<file path="config.mk">
export PLATFORM = sky130hd
export DESIGN_NAME = gpu_host_loader
export DESIGN_NICKNAME = d
export VERILOG_FILES = /design/src/rtl/gpu_loader_pkg.sv /design/src/rtl/gpu_loader_rsp_reg.sv /design/src/rtl/gpu_host_loader.sv
export SDC_FILE = /design/constraint.sdc
export NUM_CORES = 1
export LEC_CHECK = 0
export ABC_AREA = 0
export BUFFER_PORTS_ARGS = -buffer_cell sky130_fd_sc_hd__buf_2
export CORE_MARGIN = 2
export CORE_UTILIZATION = 58
export DETAILED_ROUTE_END_ITERATION = 12
export PLACE_DENSITY_LB_ADDON = 0.12
export SLEW_MARGIN = 10
export SYNTH_ARGS = -nofsm -noshare
export SYNTH_HDL_FRONTEND = slang
export SYNTH_HIERARCHICAL = 1
export SYNTH_SLANG_ARGS = --single-unit
</file>
<file path="constraint.sdc">
create_clock -name clk -period 5.9 [get_ports clk]
set_clock_uncertainty 0.05 [all_clocks]
set_input_delay 0.885 -clock clk [delete_from_list [all_inputs] [get_ports clk]]
set_output_delay 0.885 -clock clk [all_outputs]
set_load 0.1 [all_outputs]
</file>
<file path="src/rtl/gpu_loader_pkg.sv">
// Shared types and constants for the GPU host loader: header layout, op codes, FSM states.
// LOADER_CHECKSUM_EN (optional) adds an XOR checksum response after each write command.
package gpu_loader_pkg;

    localparam int unsigned IMEM_DEPTH   = 256;
    localparam int unsigned DMEM_DEPTH   = 256;
    localparam int unsigned IA_W         = $clog2(IMEM_DEPTH);
    localparam int unsigned DA_W         = $clog2(DMEM_DEPTH);
    localparam int unsigned AW           = (IA_W > DA_W) ? IA_W : DA_W;
    localparam int unsigned INSTR_W      = 32;
    localparam int unsigned DATA_W       = 16;
    localparam int unsigned CMD_W        = 32;
    localparam int unsigned OP_W         = 4;
    localparam int unsigned CNT_W        = 12;
    localparam int unsigned BASE_W       = 16;
    localparam int unsigned HDR_OP_LSB   = 28;
    localparam int unsigned HDR_CNT_LSB  = 16;
    localparam int unsigned HDR_BASE_LSB = 0;

    localparam logic [OP_W-1:0] RUN_RSP_TAG = 4'hD;

    typedef enum logic [OP_W-1:0] {
        OP_WR_IMEM = 4'h1,
        OP_WR_DMEM = 4'h2,
        OP_RD_DMEM = 4'h3,
        OP_RUN     = 4'h4
    } op_e;

    typedef enum logic [3:0] {
        S_IDLE,
        S_WR_IMEM,
        S_WR_DMEM,
        S_RD_ISSUE,
        S_RD_CAP,
        S_RD_SEND,
        S_RUN,
        S_RUN_RSP,
        S_WR_RSP
    } state_e;

    typedef struct packed {
        logic [OP_W-1:0]   op;
        logic [CNT_W-1:0]  count;
        logic [BASE_W-1:0] base;
    } hdr_t;

    // Address increment wrapping modulo the memory depth.
    function automatic logic [AW-1:0] addr_inc(input logic [AW-1:0] a, input int unsigned depth);
        return (32'(a) == depth - 1) ? '0 : a + AW'(1);
    endfunction

    function automatic logic [DATA_W-1:0] fold_instr(input logic [INSTR_W-1:0] w);
        return w[31:16] ^ w[15:0];
    endfunction

endpackage

</file>
<file path="src/rtl/gpu_loader_rsp_reg.sv">
// Response holding register: once valid is raised, valid and data stay put until accepted.
module gpu_loader_rsp_reg
    import gpu_loader_pkg::*;
(
    input  logic              clk,
    input  logic              reset,
    input  logic              i_load,
    input  logic [DATA_W-1:0] i_data,
    input  logic              i_ready,
    output logic              o_valid,
    output logic [DATA_W-1:0] o_data
);

    logic              r_valid;
    logic [DATA_W-1:0] r_data;

    // A load while a word is still pending is ignored so the held word cannot change.
    always_ff @(posedge clk) begin
        if (!reset) begin
            r_valid <= 1'b0;
            r_data  <= '0;
        end else if (r_valid) begin
            if (i_ready) begin
                r_valid <= 1'b0;
            end
        end else if (i_load) begin
            r_valid <= 1'b1;
            r_data  <= i_data;
        end
    end

    assign o_valid = r_valid;
    assign o_data  = r_data;

endmodule

</file>
<file path="src/rtl/gpu_host_loader.sv">
// Host command engine: loads IMEM/DMEM, reads DMEM back and gates GPU execution.
// Optional LOADER_CHECKSUM_EN: write commands end with an XOR checksum response.
module gpu_host_loader
    import gpu_loader_pkg::*;
(
    input  logic               clk,
    input  logic               reset,
    input  logic               cmd_valid,
    output logic               cmd_ready,
    input  logic [CMD_W-1:0]   cmd_data,
    output logic               rsp_valid,
    input  logic               rsp_ready,
    output logic [DATA_W-1:0]  rsp_data,
    output logic               imem_we,
    output logic [IA_W-1:0]    imem_addr,
    output logic [INSTR_W-1:0] imem_wdata,
    output logic               dmem_we,
    output logic               dmem_re,
    output logic [DA_W-1:0]    dmem_addr,
    output logic [DATA_W-1:0]  dmem_wdata,
    input  logic [DATA_W-1:0]  dmem_rdata,
    output logic               gpu_run,
    output logic               err
);

    state_e             r_state,      w_state_nxt;
    logic [AW-1:0]      r_addr,       w_addr_nxt;
    logic [CNT_W-1:0]   r_cnt,        w_cnt_nxt;
    logic [CNT_W-1:0]   r_hdr_cnt,    w_hdr_cnt_nxt;
    logic               r_cmd_ready,  w_cmd_ready_nxt;
    logic               r_imem_we,    w_imem_we_nxt;
    logic [IA_W-1:0]    r_imem_addr,  w_imem_addr_nxt;
    logic [INSTR_W-1:0] r_imem_wdata, w_imem_wdata_nxt;
    logic               r_dmem_we,    w_dmem_we_nxt;
    logic               r_dmem_re,    w_dmem_re_nxt;
    logic [DA_W-1:0]    r_dmem_addr,  w_dmem_addr_nxt;
    logic [DATA_W-1:0]  r_dmem_wdata, w_dmem_wdata_nxt;
    logic               r_gpu_run,    w_gpu_run_nxt;
    logic               r_err,        w_err_nxt;
`ifdef LOADER_CHECKSUM_EN
    logic [DATA_W-1:0]  r_csum,       w_csum_nxt;
`endif

    hdr_t              w_hdr;
    logic              w_cmd_hs;
    logic              w_rsp_hs;
    logic              w_rsp_load;
    logic [DATA_W-1:0] w_rsp_wdata;
    logic              w_unused_base;

    assign w_hdr         = hdr_t'(cmd_data);
    assign w_cmd_hs      = cmd_valid & r_cmd_ready;
    assign w_rsp_hs      = rsp_valid & rsp_ready;
    assign w_unused_base = ^w_hdr.base;

    // State register and registered outputs.
    always_ff @(posedge clk) begin
        if (!reset) begin
            r_state      <= S_IDLE;
            r_addr       <= '0;
            r_cnt        <= '0;
            r_hdr_cnt    <= '0;
            r_cmd_ready  <= 1'b1;
            r_imem_we    <= 1'b0;
            r_imem_addr  <= '0;
            r_imem_wdata <= '0;
            r_dmem_we    <= 1'b0;
            r_dmem_re    <= 1'b0;
            r_dmem_addr  <= '0;
            r_dmem_wdata <= '0;
            r_gpu_run    <= 1'b0;
            r_err        <= 1'b0;
`ifdef LOADER_CHECKSUM_EN
            r_csum       <= '0;
`endif
        end else begin
            r_state      <= w_state_nxt;
            r_addr       <= w_addr_nxt;
            r_cnt        <= w_cnt_nxt;
            r_hdr_cnt    <= w_hdr_cnt_nxt;
            r_cmd_ready  <= w_cmd_ready_nxt;
            r_imem_we    <= w_imem_we_nxt;
            r_imem_addr  <= w_imem_addr_nxt;
            r_imem_wdata <= w_imem_wdata_nxt;
            r_dmem_we    <= w_dmem_we_nxt;
            r_dmem_re    <= w_dmem_re_nxt;
            r_dmem_addr  <= w_dmem_addr_nxt;
            r_dmem_wdata <= w_dmem_wdata_nxt;
            r_gpu_run    <= w_gpu_run_nxt;
            r_err        <= w_err_nxt;
`ifdef LOADER_CHECKSUM_EN
            r_csum       <= w_csum_nxt;
`endif
        end
    end

    // Next-state and next-output logic; strobes default low, data registers hold.
    always_comb begin
        w_state_nxt      = r_state;
        w_addr_nxt       = r_addr;
        w_cnt_nxt        = r_cnt;
        w_hdr_cnt_nxt    = r_hdr_cnt;
        w_imem_we_nxt    = 1'b0;
        w_imem_addr_nxt  = r_imem_addr;
        w_imem_wdata_nxt = r_imem_wdata;
        w_dmem_we_nxt    = 1'b0;
        w_dmem_re_nxt    = 1'b0;
        w_dmem_addr_nxt  = r_dmem_addr;
        w_dmem_wdata_nxt = r_dmem_wdata;
        w_gpu_run_nxt    = 1'b0;
        w_err_nxt        = r_err;
        w_rsp_load       = 1'b0;
        w_rsp_wdata      = '0;
`ifdef LOADER_CHECKSUM_EN
        w_csum_nxt       = r_csum;
`endif
        case (r_state)
            S_IDLE: begin
                if (w_cmd_hs) begin
                    w_cnt_nxt     = w_hdr.count;
                    w_hdr_cnt_nxt = w_hdr.count;
`ifdef LOADER_CHECKSUM_EN
                    w_csum_nxt    = '0;
`endif
                    case (w_hdr.op)
                        OP_WR_IMEM, OP_WR_DMEM: begin
                            w_addr_nxt = (w_hdr.op == OP_WR_IMEM) ? AW'(w_hdr.base[IA_W-1:0])
                                                                  : AW'(w_hdr.base[DA_W-1:0]);
                            if (w_hdr.count == '0) begin
`ifdef LOADER_CHECKSUM_EN
                                w_rsp_load  = 1'b1;
                                w_state_nxt = S_WR_RSP;
`else
                                w_state_nxt = S_IDLE;
`endif
                            end else begin
                                w_state_nxt = (w_hdr.op == OP_WR_IMEM) ? S_WR_IMEM : S_WR_DMEM;
                            end
                        end
                        OP_RD_DMEM: begin
                            w_addr_nxt = AW'(w_hdr.base[DA_W-1:0]);
                            if (w_hdr.count != '0) begin
                                w_state_nxt     = S_RD_ISSUE;
                                w_dmem_re_nxt   = 1'b1;
                                w_dmem_addr_nxt = w_hdr.base[DA_W-1:0];
                            end
                        end
                        OP_RUN: begin
                            if (w_hdr.count == '0) begin
                                w_rsp_load  = 1'b1;
                                w_rsp_wdata = DATA_W'({RUN_RSP_TAG, w_hdr.count});
                                w_state_nxt = S_RUN_RSP;
                            end else begin
                                w_gpu_run_nxt = 1'b1;
                                w_state_nxt   = S_RUN;
                            end
                        end
                        default: w_err_nxt = 1'b1;
                    endcase
                end
            end
            S_WR_IMEM, S_WR_DMEM: begin
                if (w_cmd_hs) begin
                    if (r_state == S_WR_IMEM) begin
                        w_imem_we_nxt    = 1'b1;
                        w_imem_addr_nxt  = IA_W'(r_addr);
                        w_imem_wdata_nxt = cmd_data;
                        w_addr_nxt       = addr_inc(r_addr, IMEM_DEPTH);
`ifdef LOADER_CHECKSUM_EN
                        w_csum_nxt       = r_csum ^ fold_instr(cmd_data);
`endif
                    end else begin
                        w_dmem_we_nxt    = 1'b1;
                        w_dmem_addr_nxt  = DA_W'(r_addr);
                        w_dmem_wdata_nxt = cmd_data[DATA_W-1:0];
                        w_addr_nxt       = addr_inc(r_addr, DMEM_DEPTH);
`ifdef LOADER_CHECKSUM_EN
                        w_csum_nxt       = r_csum ^ cmd_data[DATA_W-1:0];
`endif
                    end
                    w_cnt_nxt = r_cnt - CNT_W'(1);
                    if (r_cnt == CNT_W'(1)) begin
`ifdef LOADER_CHECKSUM_EN
                        w_rsp_load  = 1'b1;
                        w_rsp_wdata = w_csum_nxt;
                        w_state_nxt = S_WR_RSP;
`else
                        w_state_nxt = S_IDLE;
`endif
                    end
                end
            end
            S_RD_ISSUE: w_state_nxt = S_RD_CAP;
            S_RD_CAP: begin
                w_rsp_load  = 1'b1;
                w_rsp_wdata = dmem_rdata;
                w_state_nxt = S_RD_SEND;
            end
            S_RD_SEND: begin
                if (w_rsp_hs) begin
                    w_addr_nxt = addr_inc(r_addr, DMEM_DEPTH);
                    w_cnt_nxt  = r_cnt - CNT_W'(1);
                    if (r_cnt == CNT_W'(1)) begin
                        w_state_nxt = S_IDLE;
                    end else begin
                        w_state_nxt     = S_RD_ISSUE;
                        w_dmem_re_nxt   = 1'b1;
                        w_dmem_addr_nxt = DA_W'(w_addr_nxt);
                    end
                end
            end
            S_RUN: begin
                w_cnt_nxt = r_cnt - CNT_W'(1);
                if (r_cnt == CNT_W'(1)) begin
                    w_rsp_load  = 1'b1;
                    w_rsp_wdata = DATA_W'({RUN_RSP_TAG, r_hdr_cnt});
                    w_state_nxt = S_RUN_RSP;
                end else begin
                    w_gpu_run_nxt = 1'b1;
                end
            end
            S_RUN_RSP, S_WR_RSP: begin
                if (w_rsp_hs) begin
                    w_state_nxt = S_IDLE;
                end
            end
            default: w_state_nxt = S_IDLE;
        endcase
        w_cmd_ready_nxt = (w_state_nxt == S_IDLE) || (w_state_nxt == S_WR_IMEM) ||
                          (w_state_nxt == S_WR_DMEM);
    end

    gpu_loader_rsp_reg u_rsp_reg (
        .clk     (clk),
        .reset   (reset),
        .i_load  (w_rsp_load),
        .i_data  (w_rsp_wdata),
        .i_ready (rsp_ready),
        .o_valid (rsp_valid),
        .o_data  (rsp_data)
    );

    assign cmd_ready  = r_cmd_ready;
    assign imem_we    = r_imem_we;
    assign imem_addr  = r_imem_addr;
    assign imem_wdata = r_imem_wdata;
    assign dmem_we    = r_dmem_we;
    assign dmem_re    = r_dmem_re;
    assign dmem_addr  = r_dmem_addr;
    assign dmem_wdata = r_dmem_wdata;
    assign gpu_run    = r_gpu_run;
    assign err        = r_err;

endmodule

</file>
After elaboration in Yosys (flattened, before gate mapping)
Cells that the tools add are included.
- flip-flop bits (word level): 123
- input port bits: 52
- output and inout bits: 87
- add/subtract/negate cells: 2
- eq/ne operators: 24
- mux-type cells: 56
- bitwise logic cells: 5
- reductions and logical operators: 22
- operator list (kind ; number):
    8-bit two-way mux ; 12
    16-bit two-way mux ; 4
    12-bit case mux with 4 select lines ; 1
    16-bit case mux with 3 select lines ; 1
    8-bit case mux with 3 select lines ; 2
    12-bit two-way mux ; 3
    4-bit two-way mux ; 7
    4-bit case mux with 7 select lines ; 1
    4-bit by 2-bit == test with 1-bit output, second input constant ; 5
    4-bit by 3-bit == test with 1-bit output, second input constant ; 5
    1-bit two-way mux ; 18
    2-bit inequality test, second input constant ; 7
    12-bit by 1-bit == test with 1-bit output, second input constant ; 1
    4-bit by 1-bit == test with 1-bit output, second input constant ; 3
    12-bit logical NOT ; 1
    4-bit case mux with 3 select lines ; 1
    3-bit AND reduction ; 4
    12-bit nonzero test ; 1
    12-bit by 1-bit subtractor with 12-bit output, second input constant ; 1
    8-bit by 1-bit adder with 8-bit output, second input constant ; 1
    8-bit == test, second input constant ; 1
    4-bit logical NOT ; 2
    8-bit AND reduction ; 1
    2-bit two-way mux ; 3
    15 further kinds ; 23

Depth between registers and ports, before layout
Gate-level depths: netlist of run 1.
- depth after elaboration: 9
- depth in mapped cells: 12

Modules after synthesis
Netlist of run 1, hierarchy kept.
- by module, submodules not included (module ; instances ; cells an instance ; area an instance (sq um)):
    gpu_host_loader ; 1 ; 651 ; 5008.6
    gpu_loader_rsp_reg ; 1 ; 74 ; 694.4

Worst setup path before layout of run 1
OpenSTA, ideal clock, no wires.
- kind: reg2reg
- from: register r_cmd_ready (netlist: cmd_ready)
- to: register u_rsp_reg.r_data[10] (netlist: u_rsp_reg/o_data[10])
- setup time: 0.072 ns
- data arrival time: 2.833 ns
- data required time: 5.778 ns
- slack: 2.945 ns
- cell stages (with the launch flop): 11
- path buffers: 3
- clock period less this slack: 2.955 ns
- cells stage by stage: dfxtp_1 > nand2_1 > or2_1 > clkbuf_2 > or3_4 > o21bai_4 > or2_1 > nor2b_2 > buf_6 > buf_12 > mux2i_1
- longest elaborated chain between the ends: 4
- elaborated cells on any way between the ends: 6
- ends and longest elaborated chain (what ; RTL line ; RTL):
    from (decl) ; gpu_host_loader.sv:30 ; logic r_cmd_ready, w_cmd_ready_nxt;
    from (signal assigned) ; gpu_host_loader.sv:81 ; r_cmd_ready <= w_cmd_ready_nxt;
    1-bit AND ; gpu_host_loader.sv:52 ; assign w_cmd_hs = cmd_valid & r_cmd_ready;
    1-bit two-way mux ; gpu_host_loader.sv:119 ; if (w_cmd_hs) begin
    1-bit case mux with 3 select lines ; gpu_host_loader.sv:117 ; case (r_state)
    via w_rsp_load ; gpu_host_loader.sv:47 ; logic w_rsp_load;
    2-bit AND reduction (no line) ; -- ;
    to (signal assigned) ; gpu_loader_rsp_reg.sv:28 ; r_data <= i_data;
    to (decl) ; gpu_loader_rsp_reg.sv:15 ; logic [DATA_W-1:0] r_data;
The timed path passes the listed nets, and every way through them passes these cells.
A chain may end at the register's enable or synchronous reset.

Final worst setup path of run 1
- from: register r_state[0]
- to: register u_rsp_reg.r_data[2] (netlist: u_rsp_reg/o_data[2])
- longest elaborated chain between the ends: 3
- elaborated cells on any way between the ends: 6
- ends and longest elaborated chain (what ; RTL line ; RTL):
    from (decl) ; gpu_host_loader.sv:26 ; state_e r_state, w_state_nxt;
    from (signal assigned) ; gpu_host_loader.sv:77 ; r_state <= w_state_nxt;
    4-bit by 3-bit == test with 1-bit output or 4-bit logical NOT (tied branches) ; gpu_host_loader.sv:117 ;
    1-bit case mux with 3 select lines (*) ; gpu_host_loader.sv:117 ;
    via w_rsp_load ; gpu_host_loader.sv:47 ;
    2-bit AND reduction (no line) (*) ; -- ;
The timed path passes the listed nets; every way through them passes the cells marked *.

==> results of run 1 <==
## metrics by stage
step           setup slack (ps)  area [sq um]  hold WS, ps  std cells  power (mW)
4_1_cts                    2370          6980          401        979        2.52
2_1_floorplan              2950          5700          387        725        1.32
3_3_place_gp               2480          6350          389        947        1.42
6_report                   2350          6980          401        979        2.52
3_5_place_dp               2360          6350          393        947        1.43
5_1_grt                    2190          6980          426        979        2.61
## logic make-up after synthesis
group	after synthesis	share of synthesized area [%]
adder cells (fa/ha/maj)	3	0.658
AO/OA/AOI/OAI	204	22.9
multiplexers	23	4.12
buffers and inverters	61	4.89
flip-flops	123	43.2
XOR/XNOR	2	0.307
AND/OR/NAND/NOR	309	24.0
## cell usage in the layout (no fill, tap or decap), drive strengths merged, types with 3 or more instances in the layout
| cell type | n |
|---|---|
| a221oi | 3 |
| nand2 | 200 |
| nor2b | 8 |
| a211oi | 8 |
| or3 | 3 |
| mux2i | 19 |
| nand3b | 3 |
| a311oi | 7 |
| a22oi | 3 |
| nand3 | 12 |
| mux2 | 4 |
| and2 | 6 |
| inv | 10 |
| dfxtp | 123 |
| o21a | 3 |
| buf | 143 |
| and4 | 5 |
| or2 | 5 |
| nor2 | 32 |
| o221a | 3 |
| ha | 3 |
| clkbuf | 19 |
| a21o | 7 |
| o21ai | 25 |
| nand4 | 4 |
| nor4 | 5 |
| and3 | 4 |
| a41oi | 4 |
| bufinv | 4 |
| a21boi | 3 |
| a21oi | 99 |
| a22o | 13 |
| a31oi | 8 |
| clkinv | 4 |
| nor3 | 14 |
## per-layer routing
layer,part of all wire [%],global-route usage [%],vias to the layer above
met2,49,54.7,303
met3,8.6,8.00,54
met4,3.5,16.5,0
li1,-,-,2766
met5,0,0,-
met1,39,38.5,2740
## registers in the layout, indices dropped and copies added, names as in the netlist
signal and flops:
imem_we 1, dmem_wdata 16, u_rsp_reg/o_data 16, r_addr 8, dmem_we 1, r_cnt 12, imem_addr 8, u_rsp_reg/o_valid 1
r_state 4, dmem_re 1, cmd_ready 1, dmem_addr 8, r_hdr_cnt 12, gpu_run 1, err 1, imem_wdata 32
## where the power goes
part | total (mW) | switching, mW | internal, mW | leakage, nW
Sequential | 0.929 | 0.0490 | 0.880 | 0.998
Combinational | 0.496 | 0.364 | 0.131 | 1.55
Clock | 1.10 | 0.387 | 0.712 | 0.305
Total | 2.52 | 0.800 | 1.72 | 2.85
## worst reg2reg max path: cells and delay by family, from the launching register on
family          cells  cell delay, ps
compound gates      1             160
flops               1             490
mux                 1             270
simple gates        5            2510
## area by class of cell
class,instances,area (sq um)
Inverter,7,26.3
Fill cell,809,2660
Clock buffer,19,442
Sequential cell,123,2460
Clock inverter,13,189
Multi-Input combinational cell,541,2960
Timing Repair Buffer,143,728
Tap cell,133,166
## worst paths after layout
path	cells after the start	endpoint	startpoint	slack [ps]
setup / recovery	7	u_rsp_reg/o_data[2]$_SDFFE_PN0P_	r_state[0]$_SDFF_PN0_	2350
setup reg to reg	7	u_rsp_reg/o_data[2]$_SDFFE_PN0P_	r_state[0]$_SDFF_PN0_	2350
hold reg to reg	2	imem_wdata[10]$_SDFFE_PN0P_	imem_wdata[10]$_SDFFE_PN0P_	400
hold / removal	2	imem_wdata[10]$_SDFFE_PN0P_	imem_wdata[10]$_SDFFE_PN0P_	400
==> results.md, run 1 <==
- Max frequency: between 0.2 and 0.3 GHz
- Die width: roughly 100 microns
- Clk_lat worst skew: roughly 520 ps
- Share of cells above drive strength 1: between 20% and 30%
- Most common cell in the netlist: nand2_1
- Final period util: between 60% and 70%
- Antenna diode count: 0
- Worst Hold Class: flip-flop to flip-flop
- Initial antenna violation count: 0
- Core area: around 9600 sq um
- Number of synthesized flops with an enable pin: 0
- Yosys cell types: 68
- Die Y: 103 microns
- Ys flop type: dfxtp_1
- CTS max path bufs: 2
- Crit path DAT: between 3000 and 4000 ps
- First-pass GRT wire length: 26,800 microns
- Crit start category: flip-flop
- Max Cap Violations: 0
- Drt pass-1 iters: 6
- Post-CTS sizing: 0
- Iter 0 DRT Violations: 482
- Slowest cell on crit path: nor2b_2
- Register bit total from synthesis: 123
- Required time of the critical path: 6300 ps
- Finished Core Util: between 70 and 80%
- Die Area: around 11,000 sq um
- Slew Limit Fails: 0
- Asr flop ratio synth: 0%
- Buf/Inv on CP: 0
- Final hold violation count: 0
- Leak Pwr: roughly 2.9 nW
- Ys Warns: 6
- Final wirelength: between 15,000 and 20,000 microns
- I/O Buffers: between 100 and 150
- Syn_area_per_cell: slightly below 8 sq um
- CP Class: flip-flop to flip-flop
- Final setup violation count: 0
- Post-route minimum period: roughly 3500 ps
- Crit-path cells: or4_4 -> or2_1 -> or3_4 -> o21bai_4 -> or2_1 -> nor2b_2 -> mux2i_1
- Root buffer cell: clkbuf_8
- Share of the synthesized area in the top cell type: roughly 43%
- Top cell by count, worst path: or2_1
- Area contributors post-synth: dfxtp_1 43%, nand2_1 13%, a21oi_1 8.7%, mux2i_1 3.3%, clkbuf_1 2.3%
- Clk slew on worst S/H paths: ~60 ps
- Synthesis-to-layout area growth: 22.4%
- Crit path capture type: flip-flop
- RSZ-0062 raised after global routing: false
- Row cnt: 36
- Total Routing Usage GR: 32.5%
- Nets@finish: just under 900
- Synth Net Count: between 700 and 800
- WL/cell: 17.5 microns
- Post-CTS Setup Inserts: 0
- Final ANT Viol Nets: 0
- Hold_buf cts: 0
- Vias: slightly below 6,000
- Vias/cell: ~6.0
- GRT overflow: 0
- Top cell type by total area after synthesis: dfxtp_1
- DP Wirelength: approximately 12,000 microns
- CTS tree: done
- Cell Pwr Density: 362 nW/um^2
- Residual DRC count: 0
- Slew @ Worst Pin: 1020 ps
- Slew headroom: about a third
- Mapped Cells: 725
- CP max FO: 18
- Syn Std Cell Area: 5700 sq um
- Placer Congestion: slightly below 1
- Clk sinks: about 120
- # IOs: around 140
- Largest net degree at the start of global routing: between 90 and 100
- Initial Util: slightly below 60%
- Number of global-route vias before repair: between 5,000 and 6,000
- H-tree Lvls: 4
- Status: finished, final reports clean
- CTS Buf Count: 17
- Crit path max-delay family: simple AND/OR/NAND/NOR gates
- Setup TNS Final: 0 ps
- Slowest cell delay on critical path: 820 ps
- Maximum VDD drop: around 0.00020 V
- Sequential cell area fraction in the yosys report: a little over two fifths
- Synth cell count leaders: 200 x nand2_1, 123 x dfxtp_1, 99 x a21oi_1
Power figures use the tool's default switching activity.
==> run 2: changes to the inputs <==
--- a/config.mk
+++ b/config.mk
@@ -8,7 +8,7 @@
 export ABC_AREA = 0
 export BUFFER_PORTS_ARGS = -buffer_cell sky130_fd_sc_hd__buf_2
 export CORE_MARGIN = 2
-export CORE_UTILIZATION = 58
+export CORE_UTILIZATION = 54
 export DETAILED_ROUTE_END_ITERATION = 12
 export PLACE_DENSITY_LB_ADDON = 0.12
 export SLEW_MARGIN = 10
==> constraint.sdc (replaced) <==
create_clock -name clk -period 3.65 [get_ports clk]
set_clock_uncertainty 0.05 [all_clocks]
set_input_delay 0.5475 -clock clk [delete_from_list [all_inputs] [get_ports clk]]
set_output_delay 0.5475 -clock clk [all_outputs]
set_load 0.1 [all_outputs]
==> results.md, run 2 (synthesized netlist as in run 1, its figures left out) <==
- Status: finished, final reports clean
- Leading cell types in the layout, fill and taps excluded: 200 x nand2_1, 138 x buf_2, 123 x dfxtp_1
- Crit path capture type: flip-flop
- Most common cell after layout, fill and taps aside: nand2_1
- Setup TNS Final: 0 ps (unchanged)
- Maximum VDD drop: 0.000320 V (+61%)
- Buf/Inv on CP: 1 (+1)
- Crit path max-delay family: simple AND/OR/NAND/NOR gates
- Iter 0 DRT Violations: 497 (+3.1%)
- Largest net degree at the start of global routing: 46 (-53%)
- Cell Pwr Density: 583 nW/um^2 (+61%)
- RSZ-0062 raised after global routing: false
- Slowest cell on crit path: or4_4
- # IOs: 139 (unchanged)
- FF+latch area: 2460 sq um (unchanged)
- Vias/cell: 5.78 (-3.5%)
- DP Wirelength: 11,400 microns (-1.8%)
- Clk_lat worst skew: 520 ps (about the same)
- CTS Buf Count: 17 (unchanged)
- Slew @ Worst Pin: 721 ps (-301 ps)
- Hold_buf cts: 0 (unchanged)
- Initial Util: 55.5% (-3.7 points)
- Root buffer cell: clkbuf_8
- Antenna diode count: 0 (unchanged)
- Clk sinks: 123 (unchanged)
- Placer Congestion: 0.916 (-5.7%)
- First-pass GRT wire length: 26,200 microns (-2.2%)
- H-tree Lvls: 4 (unchanged)
- Required time of the critical path: 4040 ps (-2260 ps)
- Slowest cell delay on critical path: 630 ps (-190 ps)
- WL/cell: 16.4 microns (-6.4%)
- Max reg flops: 32 (unchanged)
- Die width: 107 microns (+3.5%)
- Final ANT Viol Nets: 0 (unchanged)
- Final period util: 83.5% (+23 points)
- Crit path DAT: 3440 ps (-500 ps)
- Die Area: 11,400 sq um (+7.1%)
- Nets@finish: 895 (+0.79%)
- Share of cells above drive strength 1: 23.8% (+0.63 points)
- Finished Cell Area: 7040 sq um (+0.91%)
- Top cell by count, worst path: or2_1
- # fillers: 896 (+11%)
- Final hold violation count: 0 (unchanged)
- Die Y: 107 microns (+3.5%)
- Number of global-route vias before repair: 5,326 (-2.8%)
- Crit-path cells: or4_4 -> or2_1 -> or3_4 -> o21bai_4 -> or2_1 -> nor2b_2 -> buf_4 -> mux2i_1
- Crit start category: flip-flop
- Multi-input logic area: 2960 sq um (unchanged)
- Slew headroom: 51.8% (+20 points)
- Leak Pwr: 2.89 nW (+1.3%)
- Drt pass-1 iters: 6 (unchanged)
- CTS tree: done
- Final setup violation count: 0 (unchanged)
- Residual DRC count: 0 (unchanged)
- Initial antenna violation count: 1 (+1)
- Final wirelength: 16,200 microns (-5.4%)
- CP Class: flip-flop to flip-flop
- Total Routing Usage GR: 29.0% (-3.5 points)
- Max Cap Violations: 0 (unchanged)
- Dpl cell area: 6400 sq um (+0.89%)
- I/O Buffers: 138 (unchanged)
- Post-route minimum period: 3050 ps (-497 ps)
- CP max FO: 18 (unchanged)
- CTS max path bufs: 2 (unchanged)
- Worst Hold Class: input port to flip-flop
- Core area: 10,300 sq um (+6.6%)
- Slew Limit Fails: 0 (unchanged)
- Vias: 5,717 (-2.5%)
- Post-CTS Setup Inserts: 0 (unchanged)
- Post-CTS sizing: 0 (unchanged)
- Synthesis-to-layout area growth: 23.5%
- GRT overflow: 0 (unchanged)
- Row cnt: 37 (+2.8%)
- Max frequency: 0.328 GHz (+16%)
- Clk slew on worst S/H paths: 60 ps (about the same)
- Tot Pwr: 4.10 mW (+63%)
==> run 2: where the power goes <==
| part | switching (mW) | internal [mW] |
|---|---|---|
| registers | 0.0775 | 1.42 |
| clock network | 0.659 | 1.15 |
| logic | 0.577 | 0.222 |
| total | 1.31 | 2.79 |
==> run 2: per-stage QoR <==
stage | worst slack (ps) | std cells | util, % | hold slack [ps]
finish | 602 | 989 | 68.5 | 220
CTS | 627 | 989 | 68.5 | 211
floorplan | 695 | 725 | - | 387
global route | 442 | 989 | 68.5 | 218
global placement | 731 | 957 | 62.3 | 389
detailed placement | 634 | 957 | 62.3 | 393
==> run 2: layer usage <==
layer | share of wire [%] | GRT usage, % | up-vias
li1 | - | - | 2771
met4 | 2.0 | 10.9 | 2
met5 | 0.068 | 0 | -
met2 | 49 | 48.8 | 257
met3 | 8.1 | 7.66 | 30
met1 | 41 | 35.6 | 2657
==> run 2: worst paths after layout <==
kind	start	to	slack, ps	cells past startpoint
worst max-delay path	r_state[0]$_SDFF_PN0_	u_rsp_reg/o_data[15]$_SDFFE_PN0P_	600	8
worst min register to register	imem_addr[7]$_SDFFE_PN0P_	imem_addr[7]$_SDFFE_PN0P_	400	2
worst max register to register	r_state[0]$_SDFF_PN0_	u_rsp_reg/o_data[15]$_SDFFE_PN0P_	600	8
worst min-delay path	cmd_data[9]	dmem_wdata[9]$_SDFFE_PN0P_	220	3
==> run 2: worst min-delay path: cells and delay by family <==
| family | cells | cell delay (ps) |
|---|---|---|
| AND/OR/NAND/NOR | 1 | 50 |
| AO/OA/AOI/OAI | 1 | 50 |
| buffers and inverters | 1 | 110 |
==> run 2: layout make-up <==
| type | instances | area share, % |
|---|---|---|
| inverters | 7 | 0.373 |
| well taps | 136 | 2.42 |
| flip-flops and latches | 123 | 35.0 |
| clock inverters | 14 | 2.99 |
| multi-input cells | 541 | 42.1 |
| clock buffers | 18 | 6.08 |
| repair buffers | 150 | 11.1 |
==> run 3: changes to the inputs <==
==> constraint.sdc (replaced) <==
create_clock -name clk -period 3.1 [get_ports clk]
set_clock_uncertainty 0.05 [all_clocks]
set_input_delay 0.465 -clock clk [delete_from_list [all_inputs] [get_ports clk]]
set_output_delay 0.465 -clock clk [all_outputs]
set_load 0.1 [all_outputs]
==> results.md, run 3 (synthesized netlist as in run 1, its figures left out) <==
- Final ANT Viol Nets: 0 (unchanged)
- Row cnt: 37 (unchanged)
- Iter 0 DRT Violations: 513 (+3.2%)
- Total Routing Usage GR: 30.0% (+0.98 points)
- Clock power share: 41.5% (-2.5 points)
- Antenna diode count: 0 (unchanged)
- Die Y: 107 microns (unchanged)
- # IOs: 139 (unchanged)
- Max Cap Violations: 0 (unchanged)
- RSZ-0062 raised after global routing: false
- WL/cell: 17.0 microns (+3.6%)
- CTS Buf Count: 17 (unchanged)
- Placer Congestion: 0.922 (+0.69%)
- Slew Limit Fails: 0 (unchanged)
- Hold_buf cts: 0 (unchanged)
- Crit path DAT: 3000 ps (-440 ps)
- Met1 usage: 35.3% (-0.21 points)
- Drt pass-1 iters: 6 (unchanged)
- Slew @ Worst Pin: 697 ps (-23.9 ps)
- Leading cell types in the layout, fill and taps excluded: 200 x nand2_1, 138 x buf_2, 123 x dfxtp_1
- Residual DRC count: 0 (unchanged)
- Post-CTS Setup Inserts: 0 (unchanged)
- Worst Hold Class: input port to flip-flop
- Clk slew on worst S/H paths: 60 ps (about the same)
- Clk sinks: 123 (unchanged)
- Maximum VDD drop: 0.000362 V (+13%)
- CP Class: flip-flop to flip-flop
- Post-route minimum period: 2600 ps (-445 ps)
- Multi-input logic area: 2960 sq um (unchanged)
- Largest net degree at the start of global routing: 79 (+72%)
- Final wirelength: 16,800 microns (+4.0%)
- Nets@finish: 900 (+0.56%)
- Crit start category: flip-flop
- CTS tree: done
- # fillers: 889 (-0.78%)
- CTS max path bufs: 2 (unchanged)
- Internal power: 3.16 mW (+13%)
- Most common cell after layout, fill and taps aside: nand2_1
- Share of cells above drive strength 1: 23.8% (+0.033 points)
- Met3 Resource Use GR: 8.02% (+0.36 points)
- Root buffer cell: clkbuf_8
- Die Area: 11,400 sq um (unchanged)
- Setup TNS Final: 0 ps (unchanged)
- Core area: 10,300 sq um (unchanged)
- Psw: 1.50 mW (+14%)
- Leak Pwr: 2.88 nW (-0.33%)
- Status: finished, final reports clean
- Post-CTS sizing: 0 (unchanged)
- Vias/cell: 5.81 (+0.52%)
- Vias: 5,764 (+0.82%)
- Crit path capture type: flip-flop
- Flop pwr share: 37.7% (+1.2 points)
- Sw frac: 32.2% (+0.15 points)
- Slew headroom: 53.2% (+1.4 points)
- Synthesis-to-layout area growth: 23.1%
- First-pass GRT wire length: 26,900 microns (+2.7%)
- GR peak layer: met2
- Final hold violation count: 0 (unchanged)
- GRT overflow: 0 (unchanged)
- Die width: 107 microns (unchanged)
- Max frequency: 0.384 GHz (+17%)
- Finished Cell Area: 7020 sq um (-0.27%)
- Grt met2 use: 51.8% (+3.0 points)
- Final setup violation count: 0 (unchanged)
- Initial antenna violation count: 0 (-1)
- Required time of the critical path: 3500 ps (-540 ps)
- Cell Pwr Density: 664 nW/um^2 (+14%)
- Number of global-route vias before repair: 5,467 (+2.6%)
- H-tree Lvls: 4 (unchanged)
- Comb power frac: 20.9% (+1.4 points)
- Finished Core Util: 68.3% (-0.18 points)
- I/O Buffers: 138 (unchanged)
- Initial Util: 55.5% (unchanged)
- CP max FO: 16 (-2)
- Max reg flops: 32 (unchanged)
- Clk_lat worst skew: 530 ps (about the same)
- Dpl cell area: 6450 sq um (+0.78%)
- DP Wirelength: 11,800 microns (+3.7%)
- FF+latch area: 2460 sq um (unchanged)
- Tot Pwr: 4.66 mW (+14%)
- Final period util: 84.0% (+0.46 points)
run 3: path summary, 6_finish.rpt:
| path | from | endpoint | slack [ps] | cells after the start |
|---|---|---|---|---|
| min | cmd_data[9] | dmem_wdata[9]$_SDFFE_PN0P_ | 140 | 3 |
| max reg2reg | r_state[0]$_SDFF_PN0_ | u_rsp_reg/o_data[13]$_SDFFE_PN0P_ | 500 | 8 |
| min reg2reg | imem_addr[6]$_SDFFE_PN0P_ | imem_addr[6]$_SDFFE_PN0P_ | 400 | 2 |
| max | r_state[0]$_SDFF_PN0_ | u_rsp_reg/o_data[13]$_SDFFE_PN0P_ | 500 | 8 |
run 3: cell type report:
cell class                      count  share of cell area (%)
Multi-Input combinational cell    541                    42.2
Inverter                            7                   0.374
Clock buffer                       19                    6.00
Tap cell                          136                    2.42
Timing Repair Buffer              155                    11.8
Sequential cell                   123                    35.1
Clock inverter                     11                    2.10
run 3: worst max-delay path, cell delays in order (launching register included):
cell	delay [ps]
dfxtp_1	310
or4_4	550
or2_1	240
or3_4	390
o21bai_4	160
or2_1	160
nor2b_2	150
buf_4	280
mux2i_1	230
run 3: stage by stage:
stage / hold slack, ps / worst slack, ps / std cells
2_1_floorplan: 387 / 145 / 725
3_3_place_gp: 389 / 620 / 962
3_5_place_dp: 393 / 524 / 962
4_1_cts: 130 / 509 / 992
5_1_grt: 141 / 388 / 992
6_report: 140 / 497 / 992
run 3: power groups by stage:
| stage | Sequential [mW] | Combinational (mW) | Clock [mW] |
|---|---|---|---|
| 2_1_floorplan | 2.04 | 0.472 | 0 |
| 5_1_grt | 1.77 | 1.05 | 2.01 |
| 4_1_cts | 1.75 | 0.966 | 1.94 |
| 6_report | 1.75 | 0.974 | 1.93 |
| 3_5_place_dp | 1.79 | 0.958 | 0 |
| 3_3_place_gp | 1.78 | 0.943 | 0 |
run 3: metal layers:
layer | wire [microns] | vias up
li1 | - | 2780
met1 | 6600 | 2690
met2 | 8410 | 253
met3 | 1340 | 41
met4 | 475 | 0
met5 | 0 | -
